[src/rtl/ece571f23_g5_aes_addroundkey_if.sv]
// rtl/ece571f23_g5_aes_addroundkey_if.sv - key load, state input and result handshake bundle for AddRoundKey
interface ece571f23_g5_aes_addroundkey_if;
    logic         key_load;
    logic [127:0] key;
    logic         in_valid;
    logic         in_ready;
    logic [127:0] in;
    logic         out_valid;
    logic         out_ready;
    logic [127:0] out;
    logic [3:0]   round;
    logic         last;

    modport master (
        output key_load, key, in_valid, in, out_ready,
        input  in_ready, out_valid, out, round, last
    );

    modport slave (
        input  key_load, key, in_valid, in, out_ready,
        output in_ready, out_valid, out, round, last
    );
endinterface

[src/rtl/ece571f23_g5_aes_addroundkey.sv]
// rtl/ece571f23_g5_aes_addroundkey.sv - AES-128 AddRoundKey stage with on-the-fly key expansion
module ece571f23_g5_aes_addroundkey (
    input  logic clk,
    input  logic rst_n,
    ece571f23_g5_aes_addroundkey_if.slave bus
);
    logic [127:0] key_q;
    logic [127:0] rk_q;
    logic [3:0]   round_q;
    logic         key_valid;
    logic         accept;
    logic [7:0]   rcon;
    logic [31:0]  rot;
    logic [31:0]  t;
    logic [31:0]  w0n, w1n, w2n, w3n;
    logic [127:0] rk_next;

    function automatic logic [7:0] gf_mul(input logic [7:0] a, input logic [7:0] b);
        logic [7:0] p;
        logic [7:0] x;
        p = 8'h00;
        x = a;
        for (int i = 0; i < 8; i++) begin
            if (b[i]) p = p ^ x;
            x = {x[6:0], 1'b0} ^ (x[7] ? 8'h1b : 8'h00);
        end
        return p;
    endfunction

    // S-box as GF(2^8) inverse (x^254, so 0 maps to 0) followed by the affine transform
    function automatic logic [7:0] sbox(input logic [7:0] b);
        logic [7:0] r;
        logic [7:0] p;
        p = gf_mul(b, b);
        r = p;
        for (int i = 0; i < 6; i++) begin
            p = gf_mul(p, p);
            r = gf_mul(r, p);
        end
        return r ^ {r[6:0], r[7]} ^ {r[5:0], r[7:6]} ^ {r[4:0], r[7:5]}
                 ^ {r[3:0], r[7:4]} ^ 8'h63;
    endfunction

    always_comb begin
        rcon = 8'h00;
        case (round_q)
            4'd0: rcon = 8'h01;
            4'd1: rcon = 8'h02;
            4'd2: rcon = 8'h04;
            4'd3: rcon = 8'h08;
            4'd4: rcon = 8'h10;
            4'd5: rcon = 8'h20;
            4'd6: rcon = 8'h40;
            4'd7: rcon = 8'h80;
            4'd8: rcon = 8'h1b;
            4'd9: rcon = 8'h36;
            default: rcon = 8'h00;
        endcase
    end

    always_comb begin
        rot = {rk_q[23:0], rk_q[31:24]};
        t   = {sbox(rot[31:24]), sbox(rot[23:16]), sbox(rot[15:8]), sbox(rot[7:0])}
              ^ {rcon, 24'h000000};
        w0n = rk_q[127:96] ^ t;
        w1n = rk_q[95:64] ^ w0n;
        w2n = rk_q[63:32] ^ w1n;
        w3n = rk_q[31:0] ^ w2n;
        rk_next = {w0n, w1n, w2n, w3n};
    end

    assign bus.in_ready = key_valid & ~bus.key_load & (~bus.out_valid | bus.out_ready);
    assign accept       = bus.in_valid & bus.in_ready;
    assign bus.round    = round_q;

    always_ff @(posedge clk or negedge rst_n) begin
        if (!rst_n) begin
            key_q         <= '0;
            rk_q          <= '0;
            round_q       <= '0;
            key_valid     <= 1'b0;
            bus.out       <= '0;
            bus.out_valid <= 1'b0;
            bus.last      <= 1'b0;
        end else if (bus.key_load) begin
            key_q         <= bus.key;
            rk_q          <= bus.key;
            round_q       <= '0;
            key_valid     <= 1'b1;
            bus.out_valid <= 1'b0;
        end else if (accept) begin
            bus.out       <= bus.in ^ rk_q;
            bus.out_valid <= 1'b1;
            bus.last      <= (round_q == 4'd10);
            // After round key 10 rewind to the cipher key so the next block needs no reload
            if (round_q == 4'd10) begin
                round_q <= '0;
                rk_q    <= key_q;
            end else begin
                round_q <= round_q + 4'd1;
                rk_q    <= rk_next;
            end
        end else if (bus.out_valid && bus.out_ready) begin
            bus.out_valid <= 1'b0;
        end
    end
endmodule

[src/flat_wrapper.sv]
// flat-port wrapper written by rule: the top's interface ports become plain ports
module ece571f23_g5_aes_addroundkey_flat 
  (clk, rst_n, bus_key_load, bus_key, bus_in_valid, bus_in, bus_out_ready, bus_in_ready, bus_out_valid, bus_out, bus_round, bus_last);
  ece571f23_g5_aes_addroundkey_if bus_i ();
  input  logic clk;
  input  logic rst_n;
  input wire logic [$bits(bus_i.key_load)-1:0] bus_key_load;
  input wire logic [$bits(bus_i.key)-1:0] bus_key;
  input wire logic [$bits(bus_i.in_valid)-1:0] bus_in_valid;
  input wire logic [$bits(bus_i.in)-1:0] bus_in;
  input wire logic [$bits(bus_i.out_ready)-1:0] bus_out_ready;
  output wire logic [$bits(bus_i.in_ready)-1:0] bus_in_ready;
  output wire logic [$bits(bus_i.out_valid)-1:0] bus_out_valid;
  output wire logic [$bits(bus_i.out)-1:0] bus_out;
  output wire logic [$bits(bus_i.round)-1:0] bus_round;
  output wire logic [$bits(bus_i.last)-1:0] bus_last;
  assign bus_i.key_load = bus_key_load;
  assign bus_i.key = bus_key;
  assign bus_i.in_valid = bus_in_valid;
  assign bus_i.in = bus_in;
  assign bus_i.out_ready = bus_out_ready;
  assign bus_in_ready = bus_i.in_ready;
  assign bus_out_valid = bus_i.out_valid;
  assign bus_out = bus_i.out;
  assign bus_round = bus_i.round;
  assign bus_last = bus_i.last;
  ece571f23_g5_aes_addroundkey u_core (.clk(clk), .rst_n(rst_n), .bus(bus_i));
endmodule
[config.mk]
export PLATFORM = sky130hd
export DESIGN_NAME = ece571f23_g5_aes_addroundkey_flat
export DESIGN_NICKNAME = d
export VERILOG_FILES = /design/src/rtl/ece571f23_g5_aes_addroundkey_if.sv /design/src/rtl/ece571f23_g5_aes_addroundkey.sv /design/src/flat_wrapper.sv
export SDC_FILE = /design/constraint.sdc
export NUM_CORES = 2
export LEC_CHECK = 0
export CORE_ASPECT_RATIO = 1.1
export CORE_MARGIN = 1
export CORE_UTILIZATION = 45
export CTS_BUF_LIST = sky130_fd_sc_hd__clkbuf_8 sky130_fd_sc_hd__clkbuf_16
export CTS_CLUSTER_SIZE = 40
export DETAILED_ROUTE_END_ITERATION = 7
export PLACE_DENSITY = 0.73
export SLEW_MARGIN = 15
export SYNTH_ARGS = -nofsm -noshare
export SYNTH_HDL_FRONTEND = slang
export SYNTH_SLANG_ARGS = --single-unit
[constraint.sdc]
create_clock -name clk -period 18.9 [get_ports clk]
set_input_delay 3.78 -clock clk [delete_from_list [all_inputs] [get_ports clk]]
set_output_delay 3.78 -clock clk [all_outputs]
set_load 0.05 [all_outputs]
==> impl_results.md <==
- Status: finished with violations
- Failing checks: design-rule violations
- Via density: about 5.9
- GPL Wtd Cong: approximately 0.99
- MaxCap Viol Count: 0
- CP required: about 19 ns
- Instance count of the mapped netlist: between 9000 and 10000
- Synth Area in Adders: 0.003602
- Hold buffer count at CTS: 0
- Worst-skew pair later-pin latency: approximately 0.68 ns
- Combinational family with the most area after synthesis: XOR/XNOR gates
- Core area: between 150000 and 200000 sq um
- Maximum clock rate: ~56 MHz
- Crit start category: flop
- Post-DP Area: between 80000 and 90000 sq um
- RSZ-0062 raised after global routing: no
- Fin cells: 11540
- GRT Util Overall: 0.2892
- Setup tns final: 0 ns
- Final Hold Viols: 0
- Synth Area in XOR/XNOR: 0.4365
- Fin crit share: 0.9433
- Final Cell Area: approximately 80000 sq um
- DP HPWL: between 150000 and 200000 um
- Capturing point of the worst reg2reg path: u_core.rk_q[2]$_DFFE_PN0P_
- Post-route ant nets: 0
- Initial antenna violation count: 15
- Vias in the first global route: ~65000
- Number of buffers created by CTS: 47
- Worst-margin pin slew: ~1.2 ns
- Rows: roughly 150
- WS Path Type: flop to flop
- Cell variety after synth: 114
- Post-Synth Simple-Gate Area: 0.1724
- Worst EP arrival: between 15 and 20 ns
- Starting DRT DRC Count: a little over 7000
- Area growth from synthesis to layout: 12.16%
- FF-to-FF Start: u_core.rk_q[26]$_DFFE_PN0P_
- Full die area: 163700 sq um
- Via Count: between 60000 and 70000
- Initial Utilization: 0.4545
- Die H: 424.3 um
- Clk root buf: clkbuf_16
- Share of cells above drive strength 1: 0.09261
- R2R depth: 52
- Fillers: 15060
- First-pass GRT wire length: 380300 um
- 1st-pass router iterations: 8
- Compound-Gate Fraction of Synth Area: 0.1625
- Placed cell count: around 11000
- Final setup violation count: 0
- Top-Level Pins: between 300 and 400
- Synth Flop Type: dfrtp_1
- Clock Pin Slew Worst Setup and Hold Paths: around 0.060 ns
- PortBufs: 395
- Nets: between 9000 and 10000
- Hold Crit Class: flop to flop
- Mapped Nets: approximately 9500
- Hold path start: u_core.key_valid$_DFFE_PN0P_
- Synthesized area: 72960 sq um
- Post-placement worst setup slack: between 0.7 and 0.8 ns
- Slew Limit Fails: 0
- Critical path's most frequent cell: xnor2_1
- Die W: 385.9 um
- Seq/Total Area, Yosys: 0.1341
- Critical Path Max Stage Delay: ~0.94 ns
- Max_slew headroom: 0.1617
- CTS H-tree depth: 2
- Worst Path Max Fanout: 19
- Seq cells post-synth: a little under 400
- Synth Warn #: 0
- Post-DR wirelength/cell: approximately 21 um
- CP max stage cell: dfrtp_1
- Post-synthesis mux area share: 0.04835
- Grt ovf: 0
- Async set-reset flop share out of synthesis: 1.000
- CTS tree: yes
- Number of synthesized flops with an enable pin: 0
- Clock sinks: between 300 and 400
- Syn avg cell area: just under 8 sq um
- Final clock skew: a little under 0.07 ns
- Reg2reg setup slack: between 1 and 1.5 ns
- Worst Slack Setup Final: around 1.1 ns
- Worst-case clock buffer depth: 3
- Total Wirelength: about 250000 um
- Critical Path End Type: flop
- Tmin final: between 15 and 20 ns
- Worst hold path cell count: 1
- Largest net degree at the start of global routing: 183
- Hold path endpoint: u_core.key_valid$_DFFE_PN0P_
- Residual DRC: 2
## stage by stage
stage               utilization  hold WS, ns
finish                   0.5098       0.4755
global route             0.5098       0.5012
CTS                      0.5091       0.4797
detailed placement       0.4990       0.4585
global placement         0.4989       0.4477
floorplan                     -       0.4279
## worst max-delay path, delay by kind of cell (launching register included)
kind,cells,cell delay (ns)
AO/OA/AOI/OAI,7,1.74
XOR/XNOR,33,12.96
buffers and inverters,3,0.66
flip-flops,1,0.94
AND/OR/NAND/NOR,9,1.30
## cell usage in the layout, fill, tap and decap left out, types with 20 or more instances in the layout
cell	netlist	layout
nor2b_1	76	76
a21oi_1	414	414
mux2i_1	190	190
xnor3_1	300	300
a31oi_1	68	68
o21a_1	20	20
mux2_2	138	138
nor3_1	215	215
a22oi_1	99	99
nand2b_1	72	72
o21ai_1	27	27
xnor2_1	1907	1863
dfrtp_1	391	391
and2_1	56	56
o211ai_1	57	57
nand3_1	147	146
clkdlybuf4s50_1	0	393
nand2_1	1055	1053
xnor3_2	20	20
xnor2_2	85	127
and3_1	38	38
a21o_1	26	26
xor2_1	509	502
inv_1	106	113
a222oi_1	60	60
xor3_1	43	43
o32ai_1	24	24
buf_4	31	366
xor2_2	31	38
a221o_1	20	20
ha_1	21	20
o22ai_1	120	119
a211oi_1	68	67
clkbuf_16	0	48
o221ai_1	47	47
nor2_1	1147	1143
o21ai_0	555	555
o31ai_1	26	26
or3_1	36	36
a32oi_1	30	30
## kinds of logic (layout without fill, tap and decap cells)
kind of cell / Yosys count / count (layout)
AOI/OAI and AO/OA: 1850 / 1850
DFF: 391 / 391
muxes: 332 / 332
xor gates and xnor gates: 2915 / 2915
adders and majority gates: 21 / 21
buffers and inverters: 748 / 971
and+or+nand+nor: 2947 / 2947
other: 0 / 6
## synth_stat cells, types with 27 or more instances
library cell / number / share of area
xnor2_1: 1907 / 0.23
nor2_1: 1147 / 0.059
nand2_1: 1055 / 0.054
o21ai_0: 555 / 0.038
xor2_1: 509 / 0.061
a21oi_1: 414 / 0.028
clkbuf_1: 413 / 0.021
dfrtp_1: 391 / 0.13
xnor3_1: 300 / 0.093
nor3_1: 215 / 0.015
mux2i_1: 190 / 0.026
nand3_1: 147 / 0.010
mux2_2: 138 / 0.021
buf_2: 123 / 0.0084
o22ai_1: 120 / 0.010
inv_1: 106 / 0.0055
a22oi_1: 99 / 0.010
xnor2_2: 85 / 0.019
nor2b_1: 76 / 0.0065
nand2b_1: 72 / 0.0062
a211oi_1: 68 / 0.0070
a31oi_1: 68 / 0.0058
a222oi_1: 60 / 0.0082
o211ai_1: 57 / 0.0059
and2_1: 56 / 0.0048
buf_1: 51 / 0.0026
o221ai_1: 47 / 0.0056
xor3_1: 43 / 0.014
and3_1: 38 / 0.0033
or3_1: 36 / 0.0031
buf_4: 31 / 0.0032
xor2_2: 31 / 0.0069
a32oi_1: 30 / 0.0036
o21ai_1: 27 / 0.0019
## state kept, by name, summed over array words and instances, names as in the netlist
register / count
u_core.key_valid: 1
u_core.bus.last: 1
u_core.rk_q: 128
u_core.key_q: 128
u_core.bus.out_valid: 1
u_core.bus.round: 4
u_core.bus.out: 128
## timing repair
item	4_1_cts	5_1_grt
setup endpoints to repair	0	35
gates resized for setup	0	11
setup buffers	0	0
## worst max path at each step
| stage | startpoint | depth (start not counted) | end |
|---|---|---|---|
| floorplan | u_core.rk_q[23]$_DFFE_PN0P_ | 62 | u_core.rk_q[26]$_DFFE_PN0P_ |
| global placement | u_core.rk_q[23]$_DFFE_PN0P_ | 54 | u_core.rk_q[29]$_DFFE_PN0P_ |
| detailed placement | u_core.rk_q[23]$_DFFE_PN0P_ | 57 | u_core.rk_q[29]$_DFFE_PN0P_ |
| CTS | u_core.rk_q[17]$_DFFE_PN0P_ | 54 | u_core.rk_q[29]$_DFFE_PN0P_ |
| global route | u_core.rk_q[23]$_DFFE_PN0P_ | 55 | u_core.rk_q[29]$_DFFE_PN0P_ |
| finish | u_core.rk_q[26]$_DFFE_PN0P_ | 52 | u_core.rk_q[2]$_DFFE_PN0P_ |
## metal layers
layer	global-route usage	wire length, um	vias up
met4	0.1172	10300	18
met5	0	96	-
met3	0.03922	20620	572
met1	0.3762	100400	33010
li1	-	-	31820
met2	0.4800	114900	3144
## final cells by class
type                            count  area, sq um  share of cell area
Tap cell                         2106         2635             0.03220
Sequential cell                   391         9784              0.1196
Clock buffer                       55         1297             0.01586
Clock inverter                     29        332.8            0.004067
Timing Repair Buffer              762         6731             0.08227
Antenna cell                        6        15.01           0.0001835
Multi-Input combinational cell   8065        60560              0.7401
Inverter                          125        473.0            0.005780
Power is left out: the tool's default activity adds up to more than one toggle a clock period on the data nets, which glitch-free logic cannot reach.
